## src/rtl/hd_ctrl_pkg.sv

```systemverilog
// Shared definitions for the HD save/load controllers: state encoding and
// default slot geometry.
package hd_ctrl_pkg;

  typedef enum logic [1:0] {
    OCIOSO   = 2'd0,
    LER      = 2'd1,
    ESCREVER = 2'd2,
    FIM      = 2'd3
  } hd_state_t;

  localparam int PROG_SIZE_DEFAULT = 150;
  localparam int HD_OFFSET_DEFAULT = 200;
  localparam int RAM_BASE_DEFAULT  = 550;

endpackage

```

## src/rtl/controlador_salva_hd.sv

```systemverilog
// Copies one PROG_SIZE-word program image from RAM into an HD slot.
// Optional running checksum output enabled with HD_SAVE_CHECKSUM_EN.
import hd_ctrl_pkg::*;

// state    | meaning
// OCIOSO   | idle, waiting for Store_to_HD
// LER      | RAM read issued, data arrives next cycle
// ESCREVER | hd_wr_en high, waiting for hd_wr_ready
// FIM      | last word written, concluido pulse
module controlador_salva_hd #(
  parameter int ADDR_WIDTH = 12,
  parameter int DATA_WIDTH = 32,
  parameter int PROG_SIZE  = PROG_SIZE_DEFAULT,
  parameter int HD_OFFSET  = HD_OFFSET_DEFAULT,
  parameter int RAM_BASE   = RAM_BASE_DEFAULT
) (
  input  logic                  Clock,
  input  logic                  Reset,
  input  logic                  Store_to_HD,
  input  logic [ADDR_WIDTH-1:0] indice_programa,
  input  logic [DATA_WIDTH-1:0] ram_rd_data,
  input  logic                  hd_wr_ready,
  output logic [ADDR_WIDTH-1:0] endereco_RAM,
  output logic [ADDR_WIDTH-1:0] endereco_HD,
  output logic [DATA_WIDTH-1:0] hd_wr_data,
  output logic                  hd_wr_en,
  output logic                  salvando,
  output logic                  concluido
`ifdef HD_SAVE_CHECKSUM_EN
  ,
  output logic [DATA_WIDTH-1:0] soma
`endif
);

  localparam int CNT_W = (PROG_SIZE > 1) ? $clog2(PROG_SIZE) : 1;
  localparam logic [ADDR_WIDTH-1:0] L_PROG_SIZE = ADDR_WIDTH'(PROG_SIZE);
  localparam logic [ADDR_WIDTH-1:0] L_HD_OFFSET = ADDR_WIDTH'(HD_OFFSET);
  localparam logic [ADDR_WIDTH-1:0] L_RAM_BASE  = ADDR_WIDTH'(RAM_BASE);
  localparam logic [CNT_W-1:0]      L_LAST      = CNT_W'(PROG_SIZE - 1);

  hd_state_t             r_state;
  hd_state_t             w_next;
  logic [ADDR_WIDTH-1:0] r_addr_ram;
  logic [ADDR_WIDTH-1:0] r_addr_hd;
  logic [CNT_W-1:0]      r_cnt;
  logic [ADDR_WIDTH-1:0] w_hd_base;
  logic                  w_start;
  logic                  w_xfer;
  logic                  w_last;

  // Only the low ADDR_WIDTH bits of the product matter, so the
  // truncated multiply gives the same result as wrapping the full one.
  assign w_hd_base = indice_programa * L_PROG_SIZE + L_HD_OFFSET;
  assign w_last    = (r_cnt == L_LAST);

  always_comb begin
    w_next    = r_state;
    w_start   = 1'b0;
    w_xfer    = 1'b0;
    hd_wr_en  = 1'b0;
    salvando  = 1'b1;
    concluido = 1'b0;
    case (r_state)
      OCIOSO: begin
        salvando = 1'b0;
        if (Store_to_HD) begin
          w_start = 1'b1;
          w_next  = LER;
        end
      end
      LER: w_next = ESCREVER;
      ESCREVER: begin
        hd_wr_en = 1'b1;
        if (hd_wr_ready) begin
          w_xfer = 1'b1;
          w_next = w_last ? FIM : LER;
        end
      end
      FIM: begin
        concluido = 1'b1;
        w_next    = OCIOSO;
      end
      default: w_next = OCIOSO;
    endcase
  end

  always_ff @(posedge Clock) begin
    if (Reset) begin
      r_state    <= OCIOSO;
      r_addr_ram <= '0;
      r_addr_hd  <= '0;
      r_cnt      <= '0;
    end else begin
      r_state <= w_next;
      if (w_start) begin
        r_addr_ram <= L_RAM_BASE;
        r_addr_hd  <= w_hd_base;
        r_cnt      <= '0;
      end else if (w_xfer && !w_last) begin
        r_addr_ram <= r_addr_ram + 1'b1;
        r_addr_hd  <= r_addr_hd + 1'b1;
        r_cnt      <= r_cnt + 1'b1;
      end
    end
  end

  assign endereco_RAM = r_addr_ram;
  assign endereco_HD  = r_addr_hd;
  assign hd_wr_data   = ram_rd_data;

`ifdef HD_SAVE_CHECKSUM_EN
  logic [DATA_WIDTH-1:0] r_soma;

  always_ff @(posedge Clock) begin
    if (Reset || w_start)
      r_soma <= '0;
    else if (w_xfer)
      r_soma <= r_soma + ram_rd_data;
  end

  assign soma = r_soma;
`endif

endmodule

```

## config.mk

```make
export PLATFORM = sky130hd
export DESIGN_NAME = controlador_salva_hd
export DESIGN_NICKNAME = d
export VERILOG_FILES = /design/src/rtl/hd_ctrl_pkg.sv /design/src/rtl/controlador_salva_hd.sv
export SDC_FILE = /design/constraint.sdc
export NUM_CORES = 1
export LEC_CHECK = 0
export CAP_MARGIN = 20
export CORE_MARGIN = 5
export CORE_UTILIZATION = 46
export CTS_CLUSTER_SIZE = 16
export DETAILED_ROUTE_END_ITERATION = 12
export HOLD_SLACK_MARGIN = 0.05
export PLACE_DENSITY_LB_ADDON = 0.12
export REMOVE_ABC_BUFFERS = 1
export SYNTH_ARGS = -nofsm -noshare
export SYNTH_HDL_FRONTEND = slang
export SYNTH_SLANG_ARGS = --single-unit
export TNS_END_PERCENT = 100
```

## constraint.sdc

```tcl
create_clock -name Clock -period 6.6 [get_ports Clock]
set_clock_uncertainty 0.15 [all_clocks]
set_input_delay 1.98 -clock Clock [delete_from_list [all_inputs] [get_ports Clock]]
set_output_delay 1.98 -clock Clock [all_outputs]
set_load 0.01 [all_outputs]
```

After elaboration in Yosys (flattened, before gate mapping)
Index checks and enable logic that the tools add are counted.
{ "classes": {"add_sub_neg": 4, "n_mul": 1, "div_mod_pow": 0, "n_lt_le_gt_ge": 0, "eq_ne": 6, "shifts": 0, "mux": 15, "bitwise": 0, "reduce_logical": 6} }
{ "ops": {"columns": ["op", "count"], "rows": [
  ["$add 12x1->12 const B", 2],
  ["$mux 12", 2],
  ["$mux 10", 2],
  ["$add 12x8->12 const B", 1],
  ["$mul 12x7->11 const B", 1],
  ["$add 8x1->8 const B", 1],
  ["$eq 8x8->1 const B", 1],
  ["$pmux 2 s4", 1],
  ["$mux 1", 7],
  ["$mux 2", 3],
  ["$eq 2x2->1 const B", 2],
  ["$ne 2x2->1 const B", 2],
  ["$eq 2x1->1 const B", 1],
  ["$logic_not 2->1", 1],
  ["$reduce_and 2->1", 1],
  ["$reduce_bool 2->1", 1],
  ["$reduce_or 2->1", 1],
  ["$logic_and 1x1->1", 1],
  ["$logic_not 1->1", 1]
]} }
{ "totals": {"ff_bits": 34, "latch_bits": 0, "mem_bits_rw": 0, "rom_bits": 0, "input_bits": 48, "out_inout_bits": 59, "elab_cells": 37, "memories": 0} }

Depth between registers and ports, before layout
{ "depth": {"word_depth": 5, "depth_mapped": 13, "depth_no_buf": 13} }

Worst setup path before layout
OpenSTA, ideal clock, no wires.
{ "synth_timing": {"path_type": "in2reg", "from": "in indice_programa[4]", "to": "reg r_addr_hd[10], in the netlist endereco_HD[10]", "setup_time_ps": 120, "arrival_ps": 5016, "t_required_ps": 6330, "slack_ps": 1314, "cell_stages": 13, "path_buffers": 0, "path_cell_list": "ha_1 > ha_1 > inv_1 > fa_1 > fa_1 > inv_1 > ha_1 > or2_2 > a21oi_1 > a21oi_1 > xnor2_1 > and4b_1 > o31a_1"} }
{ "synth_via": {"elab_chain_cells": 3} }
{ "synth_rtl": {"columns": ["item", "line", "rtl"], "rows": [
  ["start: declaration", "controlador_salva_hd.sv:20", "input logic [ADDR_WIDTH-1:0] indice_programa,"],
  ["$mul 12x7->11", "controlador_salva_hd.sv:53", "assign w_hd_base = indice_programa * L_PROG_SIZE + L_HD_OFFSET;"],
  ["$add 12x8->12", "controlador_salva_hd.sv:53", null],
  ["$mux 12", "controlador_salva_hd.sv:95", "if (w_start) begin"],
  ["end signal: assignment", "controlador_salva_hd.sv:97", "r_addr_hd <= w_hd_base;"],
  ["end signal: assignment", "controlador_salva_hd.sv:101", "r_addr_hd <= r_addr_hd + 1'b1;"],
  ["end: declaration", "controlador_salva_hd.sv:44", "logic [ADDR_WIDTH-1:0] r_addr_hd;"]
]} }
Every way passes these cells.
A chain may end at the register's enable or synchronous reset.

Worst setup path after layout
Same ends and word-level chain as after synthesis.

==> run summary <==
run status: complete, no violations
Ys Warns: 0
synthesized area: 2940 um2
Top cell by count, worst path: ha_1
Synth area leaders: dfxtp_1 (23%), ha_1 (13%), buf_4 (8.2%), xnor2_1 (7.1%), fa_1 (6.1%)
area of the multi-input gates: 1851 um2
Slew headroom: 50.22%
Synth Register Bits: 34
CTS tree: yes
post-route DRC violation count: 0
internal power: 0.4898 mW
count of pins over their slew limit: 0
most frequent cells in the layout: clkdlybuf4s50_1 (41), inv_1 (34), dfxtp_1 (34)
setup TNS: 0 ns
Async SR Flop Fraction: 0%
dpl hpwl: 5.774 mm
switching share of power: 38.40%
crit-path leading delay family: adder cells
Ports: 107
Die Footprint: 8091 um2
Initial Util: 46.84%
part of the power in registers: 30.8%
WL/cell: 16.57 um
reg2reg end: endereco_HD[10]
postcts setup bufs: 0
Slew @ Worst Pin: 0.7467 ns
share of layout cells above drive strength 1: 4.469%
Highest Clock Rate: 0.1743 GHz
drt initial violations: 123
clock slew at reported path FFs: 0.07 ns
1st-pass router iterations: 4
Synth top area share: 23.15%
Startpoint Class: input port
CTS HTree Levels: 2
Hold Path Stages: 2
worst r2r path cells: 8
die height: 89.95 um
Die X: 89.95 um
CP required: 6.62 ns
Hold Path Class: reg2reg
Min-Delay Endpoint: endereco_RAM[10]
total grt overflow: 0
Worst Path Arrival: 5.76 ns
crit path max fanout: 5
critical path class: in2reg
RSZ-0062 raised after global routing: false
number of gates resized after cts: 0
most common cell after layout, fill and taps aside: clkdlybuf4s50_1
Seq/Total Area, Yosys: 23.15%
Total Wirelength: 7.206 mm
Post-synth EDFFs: 0
# fillers: 618
Worst VDD drop: 161.9 uV
# nets final: 446
CP max stage delay: 0.52 ns
Placed Instances: 428
Comb pwr share: 50.7%
Clock Power Share: 18.5%
Synth Area per Inst: 8.377 um2
Antenna Cells: 0
GP Congestion: 0.7626
Synth Flop Type: dfxtp_1
gr usage total: 18.02%
CTS Hold Buffers Added: 0
Root Buffer: clkbuf_8
routed vias/inst: 5.411
total CTS buffers: 5
maximum buffer depth of the clock tree: 2
CP Capture Type: register
Clk Latency, worst-skew pair: 0.28 ns
Max Cap Viol: 0
first-pass GRT wire length: 11.99 mm
Area Growth Syn to Fin: 10.60%
port buffer count: 41
FF-to-FF Start: r_cnt[1]
cells after synthesis: 351
Yosys cell types: 54
worst hold start: endereco_RAM[10]
initial antenna violation count: 0
WP depth: 14
reg-to-reg setup timing slack: 4.22 ns
largest area contributor in the netlist: dfxtp_1
min cycle time layout: 5.737 ns
final number of hold-violating endpoints: 0
Buf+Inv Stages, Crit Path: 3
Core Region: 6277 um2
Leak Pwr: 1.334 nW
# clock sinks: 34
P_sw: 0.3054 mW
largest net degree at the start of global routing: 22
Row Count: 29
critical path startpoint: indice_programa[4]
# setup viols final: 0
Final Instance Count excl. Fillers: 435
final worst path period share: 86.92%
slowest CP cell: fa_1
Final ANT Viol Nets: 0
crit-path cells: clkdlybuf4s50_1 > ha_1 > ha_1 > inv_1 > fa_1 > fa_1 > inv_1 > ha_1 > or2_2 > a21oi_1 > a21oi_1 > xnor2_1 > and4b_1 > o31a_1
pwr dens: 244.5 nW/um2
Register Area: 680.7 um2
vias after detailed routing: 2354
vias in the first global route: 2343
==> flip-flops by register name (all words and copies together) (netlist names) <==
register and count:
r_state 2, endereco_HD 12, r_cnt 8, endereco_RAM 12
==> metal layers <==
layer | GRT usage [%] | part of all wire (%) | vias to the layer above
li1 | - | - | 1191
met1 | 22.64 | 46 | 1093
met2 | 26.77 | 43 | 63
met3 | 9.599 | 10 | 7
met4 | 4.467 | 1.1 | 0
met5 | 3.205 | 0 | -
==> area by class of cell <==
class                   count  share of cell area (%)
flip-flops and latches     34                   20.93
clock buffers               5                   2.116
repair buffers             42                   12.85
well taps                  77                   2.963
inverters                  34                   3.925
multi-input cells         241                   56.91
clock inverters             2                  0.3078
==> how the worst max path moves through the flow <==
stage | end | slack, ns
6_report | endereco_HD[10] | 0.86
5_1_grt | endereco_HD[10] | 0.64
4_1_cts | endereco_HD[10] | 0.85
3_5_place_dp | endereco_HD[10] | 0.55
3_3_place_gp | endereco_HD[10] | 0.58
2_1_floorplan | endereco_HD[10] | 1.31
==> per-stage QoR <==
stage | worst slack [ns] | power, mW | hold WS, ns | area [um2] | utilization (%)
floorplan | 1.314 | 0.5403 | 0.3289 | 2659 | -
detailed placement | 0.5530 | 0.6564 | 0.3463 | 3173 | 50.55
finish | 0.8630 | 0.7952 | 0.3633 | 3252 | 51.80
CTS | 0.8485 | 0.8032 | 0.3632 | 3252 | 51.80
global route | 0.6384 | 0.8658 | 0.4067 | 3252 | 51.80
global placement | 0.5796 | 0.6530 | 0.3440 | 3173 | 50.55
==> worst min-delay path: stages (launching register included) <==
cell	delay, ns
dfxtp_1	0.33
o21ai_0	0.08
a21oi_1	0.06
==> cell families after synthesis <==
logic type	count (synthesis)	synth area share, %
adders and majority gates	40	19.32
xor gates and xnor gates	36	10.72
AOI/OAI and AO/OA	62	14.17
and+or+nand+nor	103	18.72
DFF	34	23.15
buffers and inverters	76	13.91
==> power groups by stage <==
stage          combinational, mW  sequential (mW)  clock [mW]
6_report                   0.403            0.245       0.147
5_1_grt                    0.458            0.248       0.160
4_1_cts                    0.409            0.245       0.149
3_5_place_dp               0.407            0.250           0
3_3_place_gp               0.404            0.249           0
2_1_floorplan              0.287            0.253           0
==> synthesized netlist by cell type, types with 2 or more instances <==
cell type,instances
a211oi_1,4
a21o_1,5
a21oi_1,18
a22oi_1,2
a311oi_1,2
a31oi_1,2
and2_1,2
and3_1,6
buf_2,3
buf_4,32
clkbuf_1,6
dfxtp_1,34
fa_1,9
ha_1,31
inv_1,34
nand2_1,14
nand2b_1,3
nand3_1,10
nand4_1,9
nor2_1,28
nor2b_1,3
nor3_1,8
nor4_1,4
o211a_1,2
o21a_1,3
o21ai_0,10
o21ai_1,2
or3_1,5
xnor2_1,24
xor2_1,12
(Power assumes the default switching activity.)
